[src/rtl/fwd_hazard_unit.sv]
// Purpose: operand forwarding selects and issue stall from an in-flight producer scoreboard.
// Latency: sel and stall are combinational from the scoreboard and current issue inputs.
// Backpressure: stall holds the issuing instruction and shifts a bubble into the pipe.
module fwd_hazard_unit #(
  parameter int REG_LOG = 5,
  parameter int NSTAGES = 3,
  parameter int NREAD   = 2,
  localparam int SELW   = $clog2(NSTAGES + 1)
) (
  input  logic                     clk,
  input  logic                     rst_n,
  input  logic                     issue_valid,
  input  logic [NREAD*REG_LOG-1:0] issue_rs,
  input  logic [REG_LOG-1:0]       issue_rd,
  input  logic                     issue_we,
  input  logic [2:0]               issue_lat,
  input  logic                     flush,
  output logic [NREAD*SELW-1:0]    sel,
  output logic                     stall,
  output logic [15:0]              stall_cnt
);

  // Scoreboard entry k describes the producer k+1 cycles past issue; cnt is cycles until its result exists.
  logic               ent_vld [NSTAGES];
  logic [REG_LOG-1:0] ent_rd  [NSTAGES];
  logic [2:0]         ent_cnt [NSTAGES];

  logic [NREAD-1:0]   hazard;
  logic [2:0]         eff_lat;
  logic               load_ok;

  // Clamp the requested latency into 1..NSTAGES so a result is always forwardable before retiring.
  always_comb begin
    eff_lat = issue_lat;
    if (issue_lat == 3'd0) begin
      eff_lat = 3'd1;
    end else if (int'(issue_lat) > NSTAGES) begin
      eff_lat = 3'(NSTAGES);
    end
  end

  // Per-operand lookup: scanning oldest to youngest lets the youngest matching producer win,
  // so an older ready copy never masks a younger one that is still computing.
  for (genvar i = 0; i < NREAD; i++) begin : g_op
    logic [REG_LOG-1:0] rs;
    logic               hit;
    logic               hit_rdy;
    logic [SELW-1:0]    hit_sel;
    logic               active;

    assign rs     = issue_rs[i*REG_LOG +: REG_LOG];
    assign active = issue_valid && (rs != '0) && hit;

    // Find the youngest in-flight producer of rs and whether its result is ready.
    always_comb begin
      hit     = 1'b0;
      hit_rdy = 1'b0;
      hit_sel = '0;
      for (int k = NSTAGES - 1; k >= 0; k--) begin
        if (ent_vld[k] && (ent_rd[k] == rs)) begin
          hit     = 1'b1;
          hit_rdy = (ent_cnt[k] == 3'd0);
          hit_sel = SELW'(k + 1);
        end
      end
    end

    assign hazard[i]             = active && !hit_rdy;
    assign sel[i*SELW +: SELW]   = (active && hit_rdy) ? hit_sel : '0;
  end

  // A flushed issue never stalls; the stall depends only on state and inputs, never on itself.
  assign stall   = issue_valid && !flush && (|hazard);
  assign load_ok = issue_valid && !stall && !flush;

  // Advance the scoreboard; flush kills every younger entry, keeping only the oldest survivor.
  always_ff @(posedge clk or negedge rst_n) begin
    if (!rst_n) begin
      for (int k = 0; k < NSTAGES; k++) begin
        ent_vld[k] <= 1'b0;
        ent_rd[k]  <= '0;
        ent_cnt[k] <= '0;
      end
    end else begin
      for (int k = 1; k < NSTAGES; k++) begin
        ent_vld[k] <= ent_vld[k-1] && !(flush && (k <= NSTAGES - 2));
        ent_rd[k]  <= ent_rd[k-1];
        ent_cnt[k] <= (ent_cnt[k-1] == 3'd0) ? 3'd0 : ent_cnt[k-1] - 3'd1;
      end
      // x0 is never a real destination, so it does not occupy the scoreboard.
      ent_vld[0] <= load_ok && issue_we && (issue_rd != '0);
      ent_rd[0]  <= issue_rd;
      ent_cnt[0] <= eff_lat - 3'd1;
    end
  end

  // Count stalled cycles, saturating at all-ones.
  always_ff @(posedge clk or negedge rst_n) begin
    if (!rst_n) begin
      stall_cnt <= '0;
    end else if (stall && (stall_cnt != 16'hFFFF)) begin
      stall_cnt <= stall_cnt + 16'd1;
    end
  end

endmodule

[config.mk]
export PLATFORM = sky130hd
export DESIGN_NAME = fwd_hazard_unit
export DESIGN_NICKNAME = d
export VERILOG_FILES = /design/src/rtl/fwd_hazard_unit.sv
export SDC_FILE = /design/constraint.sdc
export NUM_CORES = 1
export LEC_CHECK = 0
export CORE_MARGIN = 2
export CORE_UTILIZATION = 35
export DETAILED_ROUTE_END_ITERATION = 16
export DONT_BUFFER_PORTS = 1
export MAX_ROUTING_LAYER = met4
export PLACE_DENSITY = 0.52
export SYNTH_ARGS = -nofsm -noshare
export SYNTH_HDL_FRONTEND = slang
export SYNTH_SLANG_ARGS = --single-unit
export TNS_END_PERCENT = 5
[constraint.sdc]
create_clock -name clk -period 4.6 [get_ports clk]
set_input_delay 1.38 -clock clk [delete_from_list [all_inputs] [get_ports clk]]
set_output_delay 1.38 -clock clk [all_outputs]
set_load 0.1 [all_outputs]
==> impl_results.md, run 1 <==
- Worst Tran Pin Value: approximately 1000 ps
- Hold buffers post-CTS: 0
- DRC: 0
- Worst r2r src: stall_cnt[8]
- Layout cells sized above 1: 0.184
- Crit path buf inv count: 2
- Setup WS post-layout: between 150 and 200 ps
- WP data required: approximately 3200 ps
- Vias per std cell: 5.01
- CTS tree: yes
- Worst VDD drop: about 0.15 mV
- CTS Root Cell: clkbuf_8
- H-Tree Level Count: 2
- Family with the most delay on the worst path: simple AND/OR/NAND/NOR gates
- Area Growth Syn to Fin: 16.1%
- Buffer count from post-CTS setup fixing: 0
- Num CTS Buffers: 5
- Mapped Avg Cell Area: around 11 um2
- CTS resizes: 0
- Synth Register Bits: 43
- Clk sinks: 43
- Reg-to-reg setup timing slack: 1680 ps
- Detailed Routing Iterations Pass 1: 4
- RSZ-0062 raised after global routing: no
- Pwr/cell area: approximately 280 nW/um2
- Initial antenna violation count: 0
- Final Skew: ~4.7 ps
- WHS Path Cells: 0
- Synth warnings: 0
- Number of port buffers: 0
- Drt total wl: 4490 um
- Nets: between 200 and 250
- Pre-CTS setup slack: between 100 and 150 ps
- Hold Path Class: reg -> reg
- R2R Path End: stall_cnt[9]
- CP Launch Type: input pin
- Tcrit/Tclk final: 0.965
- Hold Path Sink: ent_rd[8]
- Crit. End Element: output pin
- Mapped Area: about 2200 um2
- Placed cell count: around 290
- Power after layout: 723 uW
- First-pass GRT wire length: 7340 um
- Final hold viol count: 0
- Slew Limit Fails: 0
- Most frequent cells in the layout: dfrtp_1, xnor2_1, xor2_1, nor2_1, nand3_1
- Placer Congestion: ~0.8
- Starting Density: 0.357
- HPWL after DPL: roughly 3500 um
- GRT Util Overall: 0.139
- Crit path largest cell delay: 340 ps
- Row count: 29
- Tmin final: ~4400 ps
- Syn Inst Count: 200
- Most common cell after layout, fill and taps aside: dfrtp_1
- Post-synth EDFFs: 0
- P_leak: 0.00105 uW
- Core ar.: 6240 um2
- Die span in x: between 80 and 90 um
- Max cap viols: 0
- Unique masters post-synth: 43
- DIE AREA: approximately 7000 um2
- Clk slew on worst S/H paths: around 80 ps
- FFs w/ async S/R, synth: 1.00
- Clk_lat worst skew: about 290 ps
- Crit path DAT: 3060 ps
- IO Count: 44
- Worst hold-check slack: 443 ps
- Max frequency: about 230 MHz
- HP Start: ent_rd[13]
- Setup Viol. Count Final: 0
- Bufs on Longest Clock Path: 2
- Largest net degree at the start of global routing: 44
- WS Path Type: in -> out
- Antenna-violating nets left: 0
- Non-Filler Instances: between 200 and 300
- Die height: between 80 and 90 um
- Top_reg_cell synth: dfrtp_1
- Slowest-stage cell, CP: or2b_2
- Number of global-route vias before repair: 1,515
- Total gr overflow: 0
- Vias: between 1,000 and 1,500
- Critical path, cell by cell: xor2_1, nor4_1, buf_4, nand3_1, a31oi_4, or2b_2, nor2_2, buf_12
- Sequential fraction of the synthesis area: 0.483
- Net Count, Synth: 229
- CP max FO: 4
- Fin util: 0.414
- WL/cell: 15.3 um
- Diodes inserted: 0
- Slew headroom: 0.315
- R2R cell count: 7
- Status: finished, final reports clean
- 1st-iter DRT viols: 56
## synthesized netlist by cell type (3+ instances only)
cell type | n | share of area
inv_1 | 6 | 0.010
and3_1 | 3 | 0.0084
nor4_1 | 3 | 0.0084
nand2_1 | 11 | 0.019
ha_1 | 6 | 0.034
nor2_1 | 15 | 0.025
xnor2_1 | 28 | 0.11
and3_2 | 6 | 0.020
xor2_1 | 17 | 0.067
nor3_1 | 6 | 0.013
dfrtp_1 | 43 | 0.48
o21ai_0 | 4 | 0.0090
nand3_1 | 13 | 0.029
nand4_1 | 4 | 0.011
## stage by stage
| stage | area, um2 | TNS [ps] |
|---|---|---|
| after floorplan | 2260 | -845 |
| after global placement | 2490 | 0 |
| after detailed placement | 2490 | 0 |
| after CTS | 2590 | 0 |
| after global routing | 2590 | 0 |
| final | 2590 | 0 |
## final cells by class
class / count / area, um2
repair buffers: 11 / 145
clock buffers: 8 / 100
multi-input cells: 149 / 1150
fillers: 619 / 3650
inverters: 6 / 22.5
well taps: 77 / 96.3
flip-flops and latches: 43 / 1080
## cell families after synthesis
logic type / synth area share
muxes: 0.00505
DFF: 0.483
adders and majority gates: 0.0337
buffers and inverters: 0.0168
and+or+nand+nor: 0.214
xor gates and xnor gates: 0.177
AOI/OAI and AO/OA: 0.0702
## power by group
group          total [uW]  switching (uW)  internal (uW)
Clock                 259             122            137
Combinational        50.0            24.9           25.1
Sequential            414            23.5            391
## registers in the layout (all words and copies together) (netlist names)
signal and flops:
ent_vld 3, stall_cnt 16, ent_rd 15, ent_cnt 9
## worst max path at each step
stage                     endpoint  slack, ps  cells past startpoint        start
final                       sel[2]        160                      8  issue_rs[6]
after global routing        sel[2]         70                      8  issue_rs[8]
after CTS                   sel[2]        120                      8  issue_rs[8]
after detailed placement    sel[2]        140                      8  issue_rs[8]
after global placement      sel[3]        140                      8  issue_rs[8]
after floorplan             sel[1]       -270                      5  issue_rs[1]
## routing by layer
metal | vias up | GRT usage | wire, um
met1 | 712 | 0.168 | 1980
met4 | 0 | 0.0484 | 59
met2 | 27 | 0.218 | 2220
li1 | 729 | - | -
met5 | - | - | 0
met3 | 5 | 0.0475 | 238
No activity file was read; power rests on OpenSTA's default activity.
==> run 2: changes to the inputs <==
==> constraint.sdc (replaced) <==
create_clock -name clk -period 4.9 [get_ports clk]
set_input_delay 1.47 -clock clk [delete_from_list [all_inputs] [get_ports clk]]
set_output_delay 1.47 -clock clk [all_outputs]
set_load 0.1 [all_outputs]
==> impl_results.md, run 2 (synthesis results as in run 1) <==
- Slew headroom: 0.319
- Area Growth Syn to Fin: 14.3%
- DP Area: 2460 um2
- 1st-iter DRT viols: just under 80
- Detailed Routing Iterations Pass 1: 4
- Vias: 1,493
- Slew Limit Fails: 0
- Reg-to-reg setup timing slack: around 2000 ps
- Layout cells sized above 1: 0.181
- Starting Density: 0.357
- Status: finished, final reports clean
- R2R Path End: stall_cnt[9]
- Most frequent cells in the layout: dfrtp_1, xnor2_1, xor2_1, nor2_1, nand3_1
- Bufs on Longest Clock Path: 2
- Final Skew: just under 8 ps
- CTS Root Cell: clkbuf_8
- Fill cells: between 600 and 700
- Clk_lat worst skew: 300 ps
- Largest Register: stall_cnt
- Max frequency: around 220 MHz
- DRC: 0
- Fin util: 0.408
- Drt total wl: ~4600 um
- Setup Viol. Count Final: 0
- Buffer count from post-CTS setup fixing: 0
- Pre-CTS setup slack: around 250 ps
- Number of port buffers: 0
- Most common cell after layout, fill and taps aside: dfrtp_1
- Number of global-route vias before repair: ~1,600
- Vias per std cell: around 5
- Worst r2r src: stall_cnt[8]
- Hold Path Class: reg -> reg
- Hold buffers post-CTS: 0
- Antenna-violating nets left: 0
- Pwr/cell area: about 260 nW/um2
- CP Launch Type: input pin
- Final Cell Area: roughly 2500 um2
- Clk sinks: 43
- Core ar.: approximately 6200 um2
- RSZ-0062 raised after global routing: no
- WHS Path Cells: 0
- Diodes inserted: 0
- R2R cell count: 7
- Initial antenna violation count: 0
- Worst Tran Pin Value: 1020 ps
- Die span in x: 83.8 um
- Tmin final: about 4600 ps
- WS Path Type: in -> out
- P_leak: a little over 0.001 uW
- Num CTS Buffers: 5
- Largest net degree at the start of global routing: between 40 and 50
- HP Start: ent_rd[9]
- Nets: ~240
- WP data required: between 3000 and 4000 ps
- Power after layout: approximately 660 uW
- First-pass GRT wire length: approximately 7500 um
- Max reg flops: 16
- Tcrit/Tclk final: 0.949
- GRT Util Overall: 0.142
- Die height: 83.8 um
- WL/cell: 15.6 um
- H-Tree Level Count: 2
- Crit. End Element: output pin
- HPWL after DPL: approximately 3500 um
- Worst VDD drop: ~0.14 mV
- Setup WS post-layout: 251 ps
- CTS tree: yes
- Biggest regs: stall_cnt (16), ent_rd (15), ent_cnt (9)
- Hold Path Sink: ent_rd[4]
- Clk slew on worst S/H paths: 80 ps
- Final hold viol count: 0
- Row count: 29
- Max cap viols: 0
- CP max FO: 4
- CTS resizes: 0
- DIE AREA: approximately 7000 um2
- Crit path DAT: around 3200 ps
- IO Count: 44
- Total gr overflow: 0
- Placer Congestion: 0.857
-- run 2: cell count changes in the layout (fill, tap and decap cells not counted), sizes merged --
| cell | before | now |
|---|---|---|
| clkinv | 0 | 1 |
| clkbuf | 8 | 5 |
| buf | 11 | 9 |
| clkinvlp | 0 | 2 |
-- run 2: worst max path at each step --
| stage | startpoint | endpoint | slack [ps] | cells after the start |
|---|---|---|---|---|
| after global routing | issue_rs[8] | sel[3] | 160 | 8 |
| final | issue_rs[8] | sel[3] | 250 | 8 |
| after floorplan | issue_rs[1] | sel[1] | -150 | 5 |
| after CTS | issue_rs[8] | sel[3] | 230 | 8 |
| after global placement | issue_rs[8] | sel[3] | 270 | 8 |
| after detailed placement | issue_rs[8] | sel[3] | 250 | 8 |
-- run 2: final cells by class --
cell class	count	area (um2)	share of cell area
Inverter	6	22.5	0.00884
Timing Repair Buffer	9	118	0.0462
Clock buffer	5	68.8	0.0270
Multi-Input combinational cell	149	1150	0.450
Clock inverter	3	20.0	0.00786
Sequential cell	43	1080	0.422
Tap cell	77	96.3	0.0378
-- run 2: critical path, stage by stage --
cell	delay, ps
xor2_1	140
nor4_1	280
buf_4	170
nand4_1	150
a31oi_4	250
or2b_2	340
nor2_2	180
buf_12	190
-- run 2: power by group --
group	internal (uW)	switching [uW]	total, uW
clock	99.2	124	223
sequential	367	21.9	389
combinational	23.4	24.0	47.4
-- run 2: through the flow --
step / TNS, ps / hold slack [ps] / cells
after floorplan: -392 / 405 / 200
after global placement: 0 / 430 / 284
after detailed placement: 0 / 423 / 284
after CTS: 0 / 441 / 292
after global routing: 0 / 453 / 292
final: 0 / 439 / 292
-- run 2: metal layers --
metal	track usage	routed length, um	up-vias
li1	-	-	722
met1	0.168	1940	730
met2	0.225	2290	33
met3	0.0435	239	8
met4	0.0601	87	0
met5	-	0	-
